[src/rtl/ts_pkg.sv]
// ts_pkg
//   Shared constants and helpers for the timestamp_capture block.
//   - TS_WIDTH_DEF / DIV_WIDTH_DEF: default counter and divider widths.
//   - DIV_1US_125MHZ: divider giving a 1 us timestamp step at 125 MHz.
//   - sat_div(): clamps a divider value to a minimum of 1, so a divider
//     of 0 behaves like 1 (increment every enabled cycle).
package ts_pkg;

  localparam int TS_WIDTH_DEF   = 24;
  localparam int DIV_WIDTH_DEF  = 8;
  localparam int DIV_1US_125MHZ = 125;

  // max(x, 1); callers truncate the result back to their divider width.
  function automatic logic [31:0] sat_div(input logic [31:0] x);
    return (x == 32'd0) ? 32'd1 : x;
  endfunction

endpackage

[src/rtl/ts_capture_chan.sv]
// ts_capture_chan
//   One capture channel: a single holding register that latches the
//   current timestamp on an event and is drained over valid/ready.
//   If the register is still full and not being drained when a new event
//   arrives, the old value is kept and a sticky overrun flag is raised.
// Ports:
//   clk, rst_n     clock, synchronous active-low reset
//   cap_event      capture strobe (level, sampled every cycle)
//   cap_ready      consumer accepts cap_data when cap_valid is high
//   overrun_clr    clears the sticky overrun flag
//   timestamp      timestamp value visible this cycle
//   cap_valid      holding register full
//   cap_data       held timestamp
//   cap_overrun    sticky: an event was dropped because the register was full
module ts_capture_chan #(
  parameter int TS_WIDTH = 24
) (
  input  logic                clk,
  input  logic                rst_n,
  input  logic                cap_event,
  input  logic                cap_ready,
  input  logic                overrun_clr,
  input  logic [TS_WIDTH-1:0] timestamp,
  output logic                cap_valid,
  output logic [TS_WIDTH-1:0] cap_data,
  output logic                cap_overrun
);

  logic                valid_reg;
  logic [TS_WIDTH-1:0] data_reg;
  logic                overrun_reg;

  logic pop;
  logic accept;
  logic drop;

  // A pop in the same cycle frees the register, so an event can reload it
  // without a bubble in valid.
  assign pop    = valid_reg & cap_ready;
  assign accept = cap_event & (~valid_reg | pop);
  assign drop   = cap_event & valid_reg & ~cap_ready;

  always_ff @(posedge clk) begin
    if (!rst_n) begin
      valid_reg   <= 1'b0;
      data_reg    <= '0;
      overrun_reg <= 1'b0;
    end else begin
      if (accept) begin
        data_reg  <= timestamp;
        valid_reg <= 1'b1;
      end else if (pop) begin
        valid_reg <= 1'b0;
      end

      // A new overrun wins over a clear arriving in the same cycle.
      if (drop) begin
        overrun_reg <= 1'b1;
      end else if (overrun_clr) begin
        overrun_reg <= 1'b0;
      end
    end
  end

  assign cap_valid   = valid_reg;
  assign cap_data    = data_reg;
  assign cap_overrun = overrun_reg;

endmodule

[src/rtl/timestamp_capture.sv]
// timestamp_capture
//   Free-running timestamp counter with a programmable tick divider,
//   software load, enable/freeze and CH_NUM event capture channels.
// Ports:
//   clk, rst_n     clock, synchronous active-low reset
//   enable         1 = prescaler/timestamp advance, 0 = freeze
//   div_cfg        cycles per timestamp increment (0 treated as 1); picked
//                  up at the next period boundary or on a load
//   load_valid     strobe: timestamp <= load_value, prescaler restarts
//   load_value     value to load
//   timestamp      current timestamp
//   tick           high in the cycle timestamp shows an incremented value
//   wrap           high in the cycle timestamp shows 0 after all-ones
//   cap_event      per-channel capture strobe
//   cap_valid      per-channel holding register full
//   cap_ready      per-channel consumer ready
//   cap_data       captured timestamps, channel 0 in the LSBs
//   cap_overrun    per-channel sticky overrun flag
//   overrun_clr    clears all overrun flags
module timestamp_capture
  import ts_pkg::*;
#(
  parameter int TS_WIDTH    = TS_WIDTH_DEF,
  parameter int DIV_WIDTH   = DIV_WIDTH_DEF,
  parameter int DEFAULT_DIV = DIV_1US_125MHZ,
  parameter int CH_NUM      = 2
) (
  input  logic                       clk,
  input  logic                       rst_n,
  input  logic                       enable,
  input  logic [DIV_WIDTH-1:0]       div_cfg,
  input  logic                       load_valid,
  input  logic [TS_WIDTH-1:0]        load_value,
  output logic [TS_WIDTH-1:0]        timestamp,
  output logic                       tick,
  output logic                       wrap,
  input  logic [CH_NUM-1:0]          cap_event,
  output logic [CH_NUM-1:0]          cap_valid,
  input  logic [CH_NUM-1:0]          cap_ready,
  output logic [CH_NUM*TS_WIDTH-1:0] cap_data,
  output logic [CH_NUM-1:0]          cap_overrun,
  input  logic                       overrun_clr
);

  localparam logic [DIV_WIDTH-1:0] DIV_RESET = DIV_WIDTH'(sat_div(32'(DEFAULT_DIV)));
  localparam logic [TS_WIDTH-1:0]  TS_MAX    = '1;

  logic [DIV_WIDTH-1:0] prescaler_reg;
  logic [DIV_WIDTH-1:0] div_q_reg;
  logic [TS_WIDTH-1:0]  ts_reg;
  logic                 tick_reg;
  logic                 wrap_reg;

  logic [DIV_WIDTH-1:0] div_sat;
  logic                 terminal;

  assign div_sat  = DIV_WIDTH'(sat_div(32'(div_cfg)));
  // div_q_reg is never 0, so div_q_reg-1 cannot underflow.
  assign terminal = (prescaler_reg == (div_q_reg - DIV_WIDTH'(1)));

  always_ff @(posedge clk) begin
    if (!rst_n) begin
      prescaler_reg <= '0;
      div_q_reg     <= DIV_RESET;
      ts_reg        <= '0;
      tick_reg      <= 1'b0;
      wrap_reg      <= 1'b0;
    end else begin
      tick_reg <= 1'b0;
      wrap_reg <= 1'b0;
      if (load_valid) begin
        // Load discards any terminal-count increment in the same cycle.
        ts_reg        <= load_value;
        prescaler_reg <= '0;
        div_q_reg     <= div_sat;
      end else if (enable) begin
        if (terminal) begin
          prescaler_reg <= '0;
          ts_reg        <= ts_reg + TS_WIDTH'(1);
          // New divider only takes effect at a period boundary.
          div_q_reg     <= div_sat;
          tick_reg      <= 1'b1;
          wrap_reg      <= (ts_reg == TS_MAX);
        end else begin
          prescaler_reg <= prescaler_reg + DIV_WIDTH'(1);
        end
      end
    end
  end

  assign timestamp = ts_reg;
  assign tick      = tick_reg;
  assign wrap      = wrap_reg;

  // Channels sample the registered timestamp, so an event coinciding with
  // a load or increment captures the pre-update value.
  genvar gi;
  generate
    for (gi = 0; gi < CH_NUM; gi++) begin : g_chan
      ts_capture_chan #(
        .TS_WIDTH(TS_WIDTH)
      ) u_chan (
        .clk        (clk),
        .rst_n      (rst_n),
        .cap_event  (cap_event[gi]),
        .cap_ready  (cap_ready[gi]),
        .overrun_clr(overrun_clr),
        .timestamp  (ts_reg),
        .cap_valid  (cap_valid[gi]),
        .cap_data   (cap_data[gi*TS_WIDTH +: TS_WIDTH]),
        .cap_overrun(cap_overrun[gi])
      );
    end
  endgenerate

endmodule

[config.mk]
export PLATFORM = sky130hd
export DESIGN_NAME = timestamp_capture
export DESIGN_NICKNAME = d
export VERILOG_FILES = /design/src/rtl/ts_pkg.sv /design/src/rtl/ts_capture_chan.sv /design/src/rtl/timestamp_capture.sv
export SDC_FILE = /design/constraint.sdc
export NUM_CORES = 1
export LEC_CHECK = 0
export CAP_MARGIN = 10
export CORE_ASPECT_RATIO = 1.2
export CORE_MARGIN = 2
export CORE_UTILIZATION = 45
export CTS_CLUSTER_DIAMETER = 150
export DETAILED_ROUTE_END_ITERATION = 16
export MAX_ROUTING_LAYER = met4
export PLACE_DENSITY = 0.73
export SETUP_SLACK_MARGIN = 0.4
export SLEW_MARGIN = 40
export SYNTH_ARGS = -nofsm -noshare
export SYNTH_HDL_FRONTEND = slang
export SYNTH_SLANG_ARGS = --single-unit
[constraint.sdc]
create_clock -name clk -period 8.4 [get_ports clk]
set_clock_uncertainty 0.15 [all_clocks]
set_input_delay 1.68 -clock clk [delete_from_list [all_inputs] [get_ports clk]]
set_output_delay 1.68 -clock clk [all_outputs]
set_load 0.05 [all_outputs]
==> flow_summary.yaml <==
run_status:
  status: "finished, final reports clean"
synth:
  async_flop_share_pct: 0
  yosys_most_used_dff: "dfxtp_1"
  synthesis.nets: 557
  syn_area_per_cell_um2: 8.34
  synth_edf_count: 0
  yosysWarnings: 0
  yosysUniqueCellTypes: 49
  synth_seq_cells: 94
  netlist_area_mm2: 0.00428
  syn_inst: 513
  yosysSeqAreaShare_pct: 44.0
sta:
  fin_crit_sh_pct: 46.1
  slew_headroom_pct: 50.6
  whs_ns: 0.313
  worst_slew_pin_slew_ns: 0.741
  setup_violations: 0
  drv_slew: 0
  hold_viol: 0
  rsz0062_at_grt: "false"
  tns_ns: 0
  max_freq_ghz: 0.258
  fin_crit_ns: 3.88
pwr:
  vdd_drop_max_mv: 0.166
  power.density_mw_per_mm2: 186
  p_leak_nw: 1.94
die:
  initial_utilization_pct: 45.7
  io_pins: 119
  rows: 39
  dieArea_mm2: 0.0103
  die_y_um: 111
  chipWidth_um: 93.0
  coreArea_mm2: 0.00937
layout:
  drive_gt1_share_pct: 4.91
  final_core_util_pct: 61.5
  areaGrowthSynthToFinish_pct: 34.7
  insertedDiodeCount: 0
  nets: 650
  multi_input_area_mm2: 0.00219
  largest_reg_flops: 48
  fillers: 860
  seqCellArea_mm2: 0.00188
placed_design:
  io_buffers: 118
  gp_congestion: 0.799
  dp_hpwl_mm: 8.31
grt:
  grt.overflow.total: 0
  grt_pass1_vias: 3709
  antenna_found_initial: 0
  grt_pass1_wl_mm: 18.8
  grt_max_degree: 89
  grt_usage_pct: 23.4
clock_tree:
  cts_tree: "yes"
  path_clk_slew_ns: 0.07
  cts-resized-gates: 0
  cts_setup_buffers: 0
  cts_made_buffers: 9
  clock-sinks: 94
  clock_latency_ns: 0.34
  root_buffer: "clkbuf_16"
  ctsHoldBuffers: 0
  h-tree-depth: 3
  cts.path.max_buffers: 2
critical_path:
  crit_path_max_fanout: 14
  endpoint_kind: "register"
  worstSetupStartpointType: "input port"
  arrival_ns: 3.99
  critPathRequiredTime_ns: 8.52
  critPathKind: "in -> reg"
drt:
  drtIter0Drc: 279
  vias_per_cell: 5.49
  routed_wirelength_mm: 11.6
  drtPass1Iterations: 4
  drc_errors: 0
  ant_nets: 0
  avgRoutedWirePerCell_um: 15.8
  vias: 4030
job:
  maxCapViolCount: 0
worst_hold_path:
  hold_class: "reg -> reg"
-- cell type report --
cell class | instances | share of cell area (%)
Sequential cell | 94 | 32.7
Timing Repair Buffer | 121 | 20.8
Tap cell | 123 | 2.67
Clock buffer | 9 | 3.91
Clock inverter | 7 | 1.09
Multi-Input combinational cell | 368 | 38.1
Inverter | 12 | 0.803
-- power by group --
| part | leakage, nW | total, W | switching (W) | internal (W) |
|---|---|---|---|---|
| clock | 0.139 | 0.000394 | 0.000187 | 0.000207 |
| combinational | 1.03 | 0.000186 | 0.000116 | 0.0000703 |
| sequential | 0.770 | 0.000494 | 0.0000271 | 0.000467 |
| total | 1.94 | 0.00107 | 0.000330 | 0.000744 |
-- Yosys cell counts (4+ instances only) --
cell | instances | share of area [%]
mux2i_1 | 4 | 0.94
dfxtp_1 | 94 | 44
inv_1 | 11 | 0.97
nor3_1 | 7 | 0.82
buf_4 | 4 | 0.70
a21boi_0 | 50 | 8.8
nand4_1 | 7 | 1.0
o31ai_1 | 14 | 2.5
a31oi_1 | 23 | 3.4
xnor2_1 | 7 | 1.4
nand2_1 | 118 | 10
o21ai_0 | 27 | 3.2
nor2b_1 | 8 | 1.2
nor2_1 | 9 | 0.79
or3_1 | 4 | 0.58
clkbuf_1 | 32 | 2.8
or4_1 | 13 | 2.3
nand3_1 | 15 | 1.8
xor2_1 | 8 | 1.6
nand2b_1 | 7 | 1.0
a21oi_1 | 7 | 0.82
-- logic make-up after synthesis --
| group | count (synthesis) | synth area share [%] |
|---|---|---|
| XOR/XNOR | 15 | 3.07 |
| adder cells (fa/ha/maj) | 3 | 0.878 |
| flip-flops | 94 | 44.0 |
| AND/OR/NAND/NOR | 207 | 23.5 |
| buffers and inverters | 51 | 5.03 |
| multiplexers | 4 | 0.936 |
| AO/OA/AOI/OAI | 139 | 22.6 |
-- per-stage QoR --
| step | total power, W | cells | area, um^2 | setup slack (ns) |
|---|---|---|---|---|
| floorplan | 0.000615 | 513 | 4280 | 5.07 |
| global placement | 0.000687 | 718 | 5460 | 4.18 |
| detailed placement | 0.000691 | 718 | 5470 | 4.20 |
| CTS | 0.00108 | 734 | 5760 | 4.55 |
| global route | 0.00111 | 734 | 5760 | 4.31 |
| finish | 0.00107 | 734 | 5760 | 4.52 |
-- metal layers --
layer	up-vias	global-route usage [%]	share of wire [%]
met5	-	-	0
met1	1851	27.5	42
met2	147	40.1	51
met3	25	3.81	5.4
li1	2007	-	-
met4	0	8.63	2.2
-- final timing paths --
path / from / end / slack [ns] / cells after the start
worst max-delay path: enable / timestamp[23]$_SDFFE_PN0P_ / 4.52 / 6
worst max register to register: div_q_reg[0]$_SDFFE_PN1P_ / prescaler_reg[3]$_SDFFE_PP0P_ / 5.39 / 8
worst min-delay path: g_chan[1].u_chan.cap_data[10]$_SDFFE_PN0P_ / g_chan[1].u_chan.cap_data[10]$_SDFFE_PN0P_ / 0.31 / 2
worst min register to register: g_chan[1].u_chan.cap_data[10]$_SDFFE_PN0P_ / g_chan[1].u_chan.cap_data[10]$_SDFFE_PN0P_ / 0.31 / 2
-- placed cells by master, fill, tap and decap left out, drive strengths merged, types with 3 or more instances in the layout --
cell	synthesis	final
a21boi	50	50
a21oi	7	7
a31oi	23	23
and3	3	3
and4	3	3
buf	7	4
clkbuf	32	9
clkdlybuf4s50	0	117
clkinv	1	3
dfxtp	94	94
ha	3	3
inv	11	15
mux2i	4	4
nand2	118	118
nand2b	7	7
nand3	15	15
nand4	7	7
nor2	9	9
nor2b	8	8
nor3	8	8
nor4	4	4
o21a	3	3
o21ai	28	28
o311a	3	3
o31ai	14	14
or3	5	5
or4	13	13
xnor2	7	7
xor2	8	8
-- critical path, cell delays in order --
cell and delay [ns]:
clkdlybuf4s50_1 0.77, nand3_1 0.13, nor4_1 0.39, nand2_1 0.32, or4_1 0.54, a31oi_1 0.17
Power figures use the tool's default switching activity.
